--- config.mk ---
export PLATFORM = sky130hd
export DESIGN_NAME = mem_arbiter
export DESIGN_NICKNAME = d
export VERILOG_FILES = /design/src/rtl/mem_arb_pkg.sv /design/src/rtl/rr_arbiter2.sv /design/src/rtl/mem_arbiter.sv
export SDC_FILE = /design/constraint.sdc
export NUM_CORES = 1
export LEC_CHECK = 0
export BUFFER_PORTS_ARGS = -buffer_cell sky130_fd_sc_hd__clkbuf_2
export CAP_MARGIN = 5
export CORE_UTILIZATION = 46
export DETAILED_ROUTE_END_ITERATION = 8
export GPL_ROUTABILITY_DRIVEN = 0
export PLACE_DENSITY = 0.8
export SYNTH_ARGS = -nofsm -noshare
export SYNTH_HDL_FRONTEND = slang
export SYNTH_SLANG_ARGS = --single-unit
--- constraint.sdc ---
create_clock -name Clk1 -period 1.95 [get_ports Clk1]
set_input_delay 0.0975 -clock Clk1 [delete_from_list [all_inputs] [get_ports Clk1]]
set_output_delay 0.0975 -clock Clk1 [all_outputs]
set_load 0.05 [all_outputs]
--- src/rtl/mem_arb_pkg.sv ---
`default_nettype none
// ============================================================================
// Module   : mem_arb_pkg
// Brief    : Shared types and constants for the two-port memory arbiter.
// Revision : 1.0 - initial release
// ============================================================================
package mem_arb_pkg;

    typedef enum logic [1:0] {
        IDLE  = 2'd0,
        ISSUE = 2'd1,
        WAIT  = 2'd2,
        RESP  = 2'd3
    } state_t;

    localparam logic PORT_FETCH = 1'b0;
    localparam logic PORT_LSU   = 1'b1;

    // Wide enough to hold RD_LAT-1 for the largest supported latency (3)
    localparam int LAT_CNT_W = 2;

endpackage
`default_nettype wire

--- src/rtl/rr_arbiter2.sv ---
`default_nettype none
// ============================================================================
// Module   : rr_arbiter2
// Brief    : Two-way round-robin pick with a registered last-winner pointer.
// Revision : 1.0 - initial release
// ============================================================================
module rr_arbiter2
    import mem_arb_pkg::*;
(
    input  logic       Clk1,
    input  logic       Reset_n,
    input  logic [1:0] i_req,
    input  logic       i_upd_en,
    input  logic       i_upd_id,
    output logic       o_win_id,
    output logic       o_any_req
);

    logic r_last;

    always_comb begin
        o_any_req = |i_req;
        if (&i_req) begin
            o_win_id = ~r_last;
        end else begin
            o_win_id = i_req[1];
        end
    end

    // Out of reset port 1 counts as last winner so port 0 takes the first conflict
    always_ff @(posedge Clk1 or negedge Reset_n) begin
        if (!Reset_n) begin
            r_last <= PORT_LSU;
        end else if (i_upd_en) begin
            r_last <= i_upd_id;
        end
    end

endmodule
`default_nettype wire

--- src/rtl/mem_arbiter.sv ---
`default_nettype none
// ============================================================================
// Module   : mem_arbiter
// Brief    : Round-robin arbiter sharing single-ported memory between fetch and LSU.
// Revision : 1.0 - initial release
// ============================================================================
module mem_arbiter
    import mem_arb_pkg::*;
#(
    parameter int AW     = 16,
    parameter int DW     = 16,
    parameter int RD_LAT = 1
)
(
    input  logic          Clk1,
    input  logic          Reset_n,
    input  logic          P0Req,
    input  logic          P0We,
    input  logic [AW-1:0] P0Addr,
    input  logic [DW-1:0] P0WData,
    output logic          P0Gnt,
    output logic          P0RValid,
    output logic [DW-1:0] P0RData,
    input  logic          P1Req,
    input  logic          P1We,
    input  logic [AW-1:0] P1Addr,
    input  logic [DW-1:0] P1WData,
    output logic          P1Gnt,
    output logic          P1RValid,
    output logic [DW-1:0] P1RData,
    output logic [AW-1:0] MemAddr,
    output logic          MemRD,
    output logic          MemWR,
    output logic [DW-1:0] MemWData,
    input  logic [DW-1:0] MemRData,
    output logic          Busy
);

    state_t               r_state;
    logic                 r_port;
    logic                 r_we;
    logic [LAT_CNT_W-1:0] r_cnt;

    logic                 w_win_id;
    logic                 w_any_req;
    logic                 w_upd_en;
    logic                 w_we;
    logic [AW-1:0]        w_addr;
    logic [DW-1:0]        w_wdata;

    assign w_upd_en = (r_state == ISSUE);
    assign w_we     = w_win_id ? P1We    : P0We;
    assign w_addr   = w_win_id ? P1Addr  : P0Addr;
    assign w_wdata  = w_win_id ? P1WData : P0WData;

    rr_arbiter2 u_rr (
        .Clk1      (Clk1),
        .Reset_n   (Reset_n),
        .i_req     ({P1Req, P0Req}),
        .i_upd_en  (w_upd_en),
        .i_upd_id  (r_port),
        .o_win_id  (w_win_id),
        .o_any_req (w_any_req)
    );

    always_ff @(posedge Clk1 or negedge Reset_n) begin
        if (!Reset_n) begin
            r_state  <= IDLE;
            r_port   <= PORT_FETCH;
            r_we     <= 1'b0;
            r_cnt    <= '0;
            P0Gnt    <= 1'b0;
            P1Gnt    <= 1'b0;
            P0RValid <= 1'b0;
            P1RValid <= 1'b0;
            P0RData  <= '0;
            P1RData  <= '0;
            MemAddr  <= '0;
            MemWData <= '0;
            MemRD    <= 1'b0;
            MemWR    <= 1'b0;
            Busy     <= 1'b0;
        end else begin
            // Strobes are single-cycle pulses; MemAddr/MemWData/RData hold
            P0Gnt    <= 1'b0;
            P1Gnt    <= 1'b0;
            P0RValid <= 1'b0;
            P1RValid <= 1'b0;
            MemRD    <= 1'b0;
            MemWR    <= 1'b0;
            case (r_state)
                IDLE: begin
                    if (w_any_req) begin
                        r_port   <= w_win_id;
                        r_we     <= w_we;
                        MemAddr  <= w_addr;
                        MemWData <= w_wdata;
                        MemRD    <= ~w_we;
                        MemWR    <= w_we;
                        P0Gnt    <= (w_win_id == PORT_FETCH);
                        P1Gnt    <= (w_win_id == PORT_LSU);
                        Busy     <= 1'b1;
                        r_state  <= ISSUE;
                    end
                end
                ISSUE: begin
                    if (r_we) begin
                        Busy    <= 1'b0;
                        r_state <= IDLE;
                    end else begin
                        r_cnt   <= LAT_CNT_W'(RD_LAT - 1);
                        r_state <= WAIT;
                    end
                end
                WAIT: begin
                    if (r_cnt == '0) begin
                        if (r_port == PORT_LSU) begin
                            P1RData  <= MemRData;
                            P1RValid <= 1'b1;
                        end else begin
                            P0RData  <= MemRData;
                            P0RValid <= 1'b1;
                        end
                        r_state <= RESP;
                    end else begin
                        r_cnt <= r_cnt - LAT_CNT_W'(1);
                    end
                end
                RESP: begin
                    Busy    <= 1'b0;
                    r_state <= IDLE;
                end
                default: begin
                    Busy    <= 1'b0;
                    r_state <= IDLE;
                end
            endcase
        end
    end

endmodule
`default_nettype wire

# Yosys cells after proc, flatten, opt, wreduce, memory -nomap -nowiden
# Index checks and enable logic that the tools add are counted.
dict set report totals {
  register_bits 78
  inputBits 86
  word_cells 69
}
dict set report op_classes {
  addsub 1
  eq_ne 8
  n_mux 28
  bitwise_logic 4
  n_reduce_logical 12
}
# op count
set ops {}
lappend ops {{16-bit 2-to-1 mux} 2}
lappend ops {{1-bit 2-to-1 mux} 18}
lappend ops {{3-bit AND reduction} 4}
lappend ops {{2-bit 2-to-1 mux} 5}
lappend ops {{2-bit != test, second input constant} 4}
lappend ops {{2-bit case mux with 4 select lines} 1}
lappend ops {{2-bit AND reduction} 3}
lappend ops {{2-bit == test, second input constant} 2}
lappend ops {{2-bit zero test} 2}
lappend ops {{1-bit inverter} 4}
lappend ops {{2-bit case mux with 2 select lines} 1}
lappend ops {{1-bit case mux with 3 select lines} 1}
lappend ops {{3-bit nonzero test} 1}
lappend ops {{2-bit by 1-bit == test with 1-bit output, second input constant} 1}
lappend ops {{2-bit by 1-bit != test with 1-bit output, second input constant} 1}
lappend ops {{2-bit nonzero test} 1}
lappend ops {{2-bit OR reduction} 1}
lappend ops {{2-bit by 1-bit subtractor with 2-bit output, second input constant} 1}

# Depth between registers and ports, before layout
dict set report depth {
  word_depth 6
  ltp_mapped 6
}

# Hierarchy
# From an unflattened synthesis, not the netlist that was laid out.
dict set report hier_totals {
  cells_unflattened 260
  area_unflattened_um2 3340.7
}
# mod n_inst cells_each area_each_um2 seq_area_each_um2
set modules_own_cells {}
lappend modules_own_cells {mem_arbiter 1 256 3285.7 1926.8}
lappend modules_own_cells {rr_arbiter2 1 4 55.1 26.3}

# Worst setup path after synthesis
# No wires, ideal clock.
dict set report synth_path {
  kind {reg-to-reg}
  startpoint {register r_cnt[0]}
  endpoint {register P0RData[0]}
  setup_time_ps 127
  arrival_time_ps 1470
  required_time_ps 1823
  setup_slack_ps 353
  stages_incl_launch_ff 7
  n_path_buf 1
  path_cell_list {dfrtp_1 inv_1 ha_1 nand3b_4 nor2_4 buf_6 mux2_1}
}
dict set report synth_between {
  elab_chain_cells 2
}
# item line_no
set synth_lines {}
lappend synth_lines {{start: declaration} mem_arbiter.sv:42} ;# logic [LAT_CNT_W-1:0] r_cnt;
lappend synth_lines {{start signal: assignment} mem_arbiter.sv:111} ;# r_cnt <= LAT_CNT_W'(RD_LAT - 1);
lappend synth_lines {{start signal: assignment} mem_arbiter.sv:126} ;# r_cnt <= r_cnt - LAT_CNT_W'(1);
lappend synth_lines {{2-bit zero test} mem_arbiter.sv:116} ;# if (r_cnt == '0) begin
lappend synth_lines {{3-bit AND reduction (no source line)} --}
lappend synth_lines {{end signal: assignment} mem_arbiter.sv:121} ;# P0RData <= MemRData;
lappend synth_lines {{end: declaration} mem_arbiter.sv:23} ;# output logic [DW-1:0] P0RData,
# No other way between the ends.
# A chain may end at the register's enable or synchronous reset.

# Worst setup path after layout
dict set report layout_path {
  startpoint {register r_cnt[0]}
  endpoint {register P0RData[10]}
}
# The elaborated chain is that of the path after synthesis.

==> results.md <==
- Result of the run: finished, final reports clean
- Antenna violation net count after detailed routing: 0
- Later-pin clock latency in the skew report: 0.34 ns
- Internal Dissipation: 4.47 mW
- Maximum number of pins on one net before global-route repair: 79
- Final Hold Violating Endpoints: 0
- Via count of the routed design: 3350
- Startpoint types: flip-flop
- Worst Path Max Fanout: 17
- Post-synth top cells: sky130_fd_sc_hd__dfrtp_1 (77), sky130_fd_sc_hd__nand2_1 (67), sky130_fd_sc_hd__a21oi_1 (35)
- Number of vias per cell: 5.33
- Sum of buffers and inverters on the critical path: 2
- Clock transition at the registers of the reported paths: 0.08 ns
- Data arrival time of the critical path: 1.94 ns
- Slowest stage delay, CP: 0.41 ns
- Clock Root Buffer: sky130_fd_sc_hd__clkbuf_8
- Dominant cells by area after synthesis: sky130_fd_sc_hd__dfrtp_1 (58%), sky130_fd_sc_hd__nand2_1 (7.5%), sky130_fd_sc_hd__a31oi_1 (6.0%), sky130_fd_sc_hd__a21oi_1 (5.2%), sky130_fd_sc_hd__mux2_2 (4.7%)
- Share of post-route cells with drive strength above 1: 0.400
- Cell count after placement: between 500 and 600
- Min cycle time layout: 1.72 ns
- Half-perimeter wire length after placement: about 5700 µm
- Cells along the critical path: inv_1 -> ha_1 -> nand3b_4 -> nor2_4 -> buf_4 -> mux2_2
- Total standard cell area after synthesis: roughly 3300 µm²
- Most used DFF post-synth: sky130_fd_sc_hd__dfrtp_1
- Switching share of power: 0.522
- Syn Nets: 386
- PortBufs: 156
- Max H-tree Level: 3
- Endpoint class of the critical path: flip-flop
- Area growth from synthesis to final layout: 53.6%
- Combinational group share of total power: 0.562
- Top-level I/O count: approximately 160
- Placeable core region: 6910 µm²
- Setup slack of the worst register-to-register path: 0.23 ns
- Proportion of synthesized chip area in sequential cells: 0.583
- Required time reported for the critical path endpoint: 2.17 ns
- Critical path capture point: P0RData[10]
- Full die area: between 7000 and 8000 µm²
- Via count of the first global-routing pass: 3469
- Most common cell in the netlist: sky130_fd_sc_hd__dfrtp_1
- Post-synthesis cell count: 299
- 1st-pass router iterations: 5
- Library cell with the largest summed area after synthesis: sky130_fd_sc_hd__dfrtp_1
- Number of buffers on the longest clock path: 2
- Total length of routed wires: between 10000 and 15000 µm
- Post-synth top area share: 0.575
- Die Span Y: between 80 and 90 µm
- Reg-to-Reg End: P0RData[10]
- Number of distinct standard cells referenced by the synthesized netlist: 32
- Tightest Pin Transition: 0.588 ns
- Synthesized area per cell: 11.2 µm²
- Pwr/cell area: 1820 nW/µm²
- Max Slew Vio Count: 0
- # rows: 30
- Average wire per cell in the routed design: roughly 17 µm
- GRT Util Overall: 0.284
- DRC: 0
- P_sw: 4.89 mW
- Min-delay worst type: in -> reg
- Worst-path cell with the longest stage delay: sky130_fd_sc_hd__dfrtp_1
- EDFF count, synth: 0
- Number of inserted diodes: 0
- Launching element of the worst setup path: r_cnt[0]
- Number of antenna violations at the first check in global routing: 0
- First-pass GRT wire length: about 16000 µm
- Cell count along the critical path: 6
- Cells resized by post-CTS repair: 0
- Yosys reg bits: just under 80
- Number of buffers created by CTS: 9
- Type of the worst setup path: reg -> reg
- LEAKAGE: 2.55 nW
- Number of buffers inserted by post-CTS setup repair: 0
- Max Clock Freq: 0.581 GHz
- Cell family contributing the most delay on the critical path: flip-flops
- CTS sink count: 78
- Starting density of the core: 0.485
- Post-route insts no fill: between 600 and 700
- Overall overflow remaining after global route: 0
- CTS tree: yes
- Largest clock skew in the final design: around 0.011 ns
- Period Utilization, post-route: 0.883
- RSZ-0062 raised after global routing: false
- Clk network pwr share: 0.127
- Setup-failing EPs final: 0
- Number of warnings printed during yosys synthesis: 0
- Source of the worst register-to-register timing path: r_cnt[0]
- Cells on worst reg2reg path: 6
- Fraction of power consumed by sequential logic: 0.311
- Hold depth: 2
- X dimension of the die: 87.3 µm
- Max cap viols: 0
- Highest ir drop seen on vdd: 1.17 mV
- Share of async-settable or async-resettable flops after synthesis: 1.00
- DRC violation total after the first TritonRoute iteration: 216
- Sum of negative setup slack: 0 ns
- Worst-case headroom to the max-slew limit: 0.606
- Number of nets in the finished design: between 600 and 700
- Number of filler instances in the final layout: 458
-- worst min-delay path by stage --
stage,from,to
2_1_floorplan,Reset_n,Busy
3_3_place_gp,Reset_n,P1RData[14]
3_5_place_dp,Reset_n,P1RData[14]
4_1_cts,MemRData[6],P0RData[6]
5_1_grt,MemRData[6],P0RData[6]
6_report,MemRData[6],P0RData[6]
-- placed cells by master (no fill, tap or decap), types with 2 or more instances in the layout --
cell type,count
sky130_fd_sc_hd__dlygate4sd3_1,74
sky130_fd_sc_hd__mux2_1,9
sky130_fd_sc_hd__clkbuf_8,14
sky130_fd_sc_hd__a221oi_1,2
sky130_fd_sc_hd__nor3_1,2
sky130_fd_sc_hd__inv_1,4
sky130_fd_sc_hd__and2_1,2
sky130_fd_sc_hd__mux2_2,14
sky130_fd_sc_hd__clkbuf_2,155
sky130_fd_sc_hd__o21ai_0,3
sky130_fd_sc_hd__mux2_4,9
sky130_fd_sc_hd__a31oi_1,32
sky130_fd_sc_hd__a21oi_1,35
sky130_fd_sc_hd__dfrtp_1,77
sky130_fd_sc_hd__nor2_1,5
sky130_fd_sc_hd__a21o_1,2
sky130_fd_sc_hd__buf_4,9
sky130_fd_sc_hd__nand2_1,67
-- power by group through the flow --
| stage | Sequential (mW) | Clock, mW | Combinational (mW) |
|---|---|---|---|
| finish | 2.92 | 1.19 | 5.27 |
| global route | 3.00 | 1.29 | 5.54 |
| CTS | 2.89 | 1.23 | 5.20 |
| detailed placement | 2.91 | 0 | 5.09 |
| global placement | 2.89 | 0 | 4.99 |
| floorplan | 5.35 | 0 | 1.46 |
-- cell families (layout without fill, tap and decap cells) --
family | after synthesis | count (layout) | synth area share
adder cells (fa/ha/maj) | 1 | 1 | 0.00374
multiplexers | 33 | 33 | 0.121
AND/OR/NAND/NOR | 83 | 83 | 0.110
flip-flops | 78 | 78 | 0.583
buffers and inverters | 26 | 259 | 0.0445
AO/OA/AOI/OAI | 78 | 78 | 0.138
-- state kept, by name, indices dropped and copies added, names as in the netlist, 2 cells and up, named ones only --
name and flops:
MemAddr 16, MemWData 16, P0RData 16, P1RData 16, r_cnt 2
-- cell type report --
type / instances / area (µm²) / share of cell area
clock buffers: 14 / 193 / 0.0375
clock inverters: 2 / 12.5 / 0.00243
inverters: 4 / 15.0 / 0.00292
multi-input cells: 195 / 1250 / 0.242
flip-flops and latches: 78 / 1950 / 0.380
well taps: 96 / 120 / 0.0234
repair buffers: 239 / 1600 / 0.312
-- what timing repair did --
action / 4_1_cts / 5_1_grt
setup endpoints to repair: 0 / 0
hold buffers: 74 / 0
hold endpoints to repair: 129 / 0
-- metal layers --
metal,part of all wire,up-vias,GRT usage,wire [µm]
met3,0.099,35,0.0825,1020
li1,-,1497,-,-
met1,0.38,1598,0.320,3970
met2,0.49,220,0.481,5040
met5,0,-,0,0
met4,0.033,0,0.161,339
-- stage by stage --
step	instance area (µm²)	hold WS (ns)	util	worst slack (ns)	power [mW]
final	5140	0.0159	0.745	0.229	9.37
after global routing	5140	0.00576	0.745	0.141	9.83
after CTS	5140	0.00215	0.745	0.221	9.32
after detailed placement	4200	0.155	0.608	0.238	7.99
after global placement	4200	0.149	0.608	0.311	7.88
after floorplan	3350	-0.198	-	0.353	6.81
No activity file was read; power rests on OpenSTA's default activity.
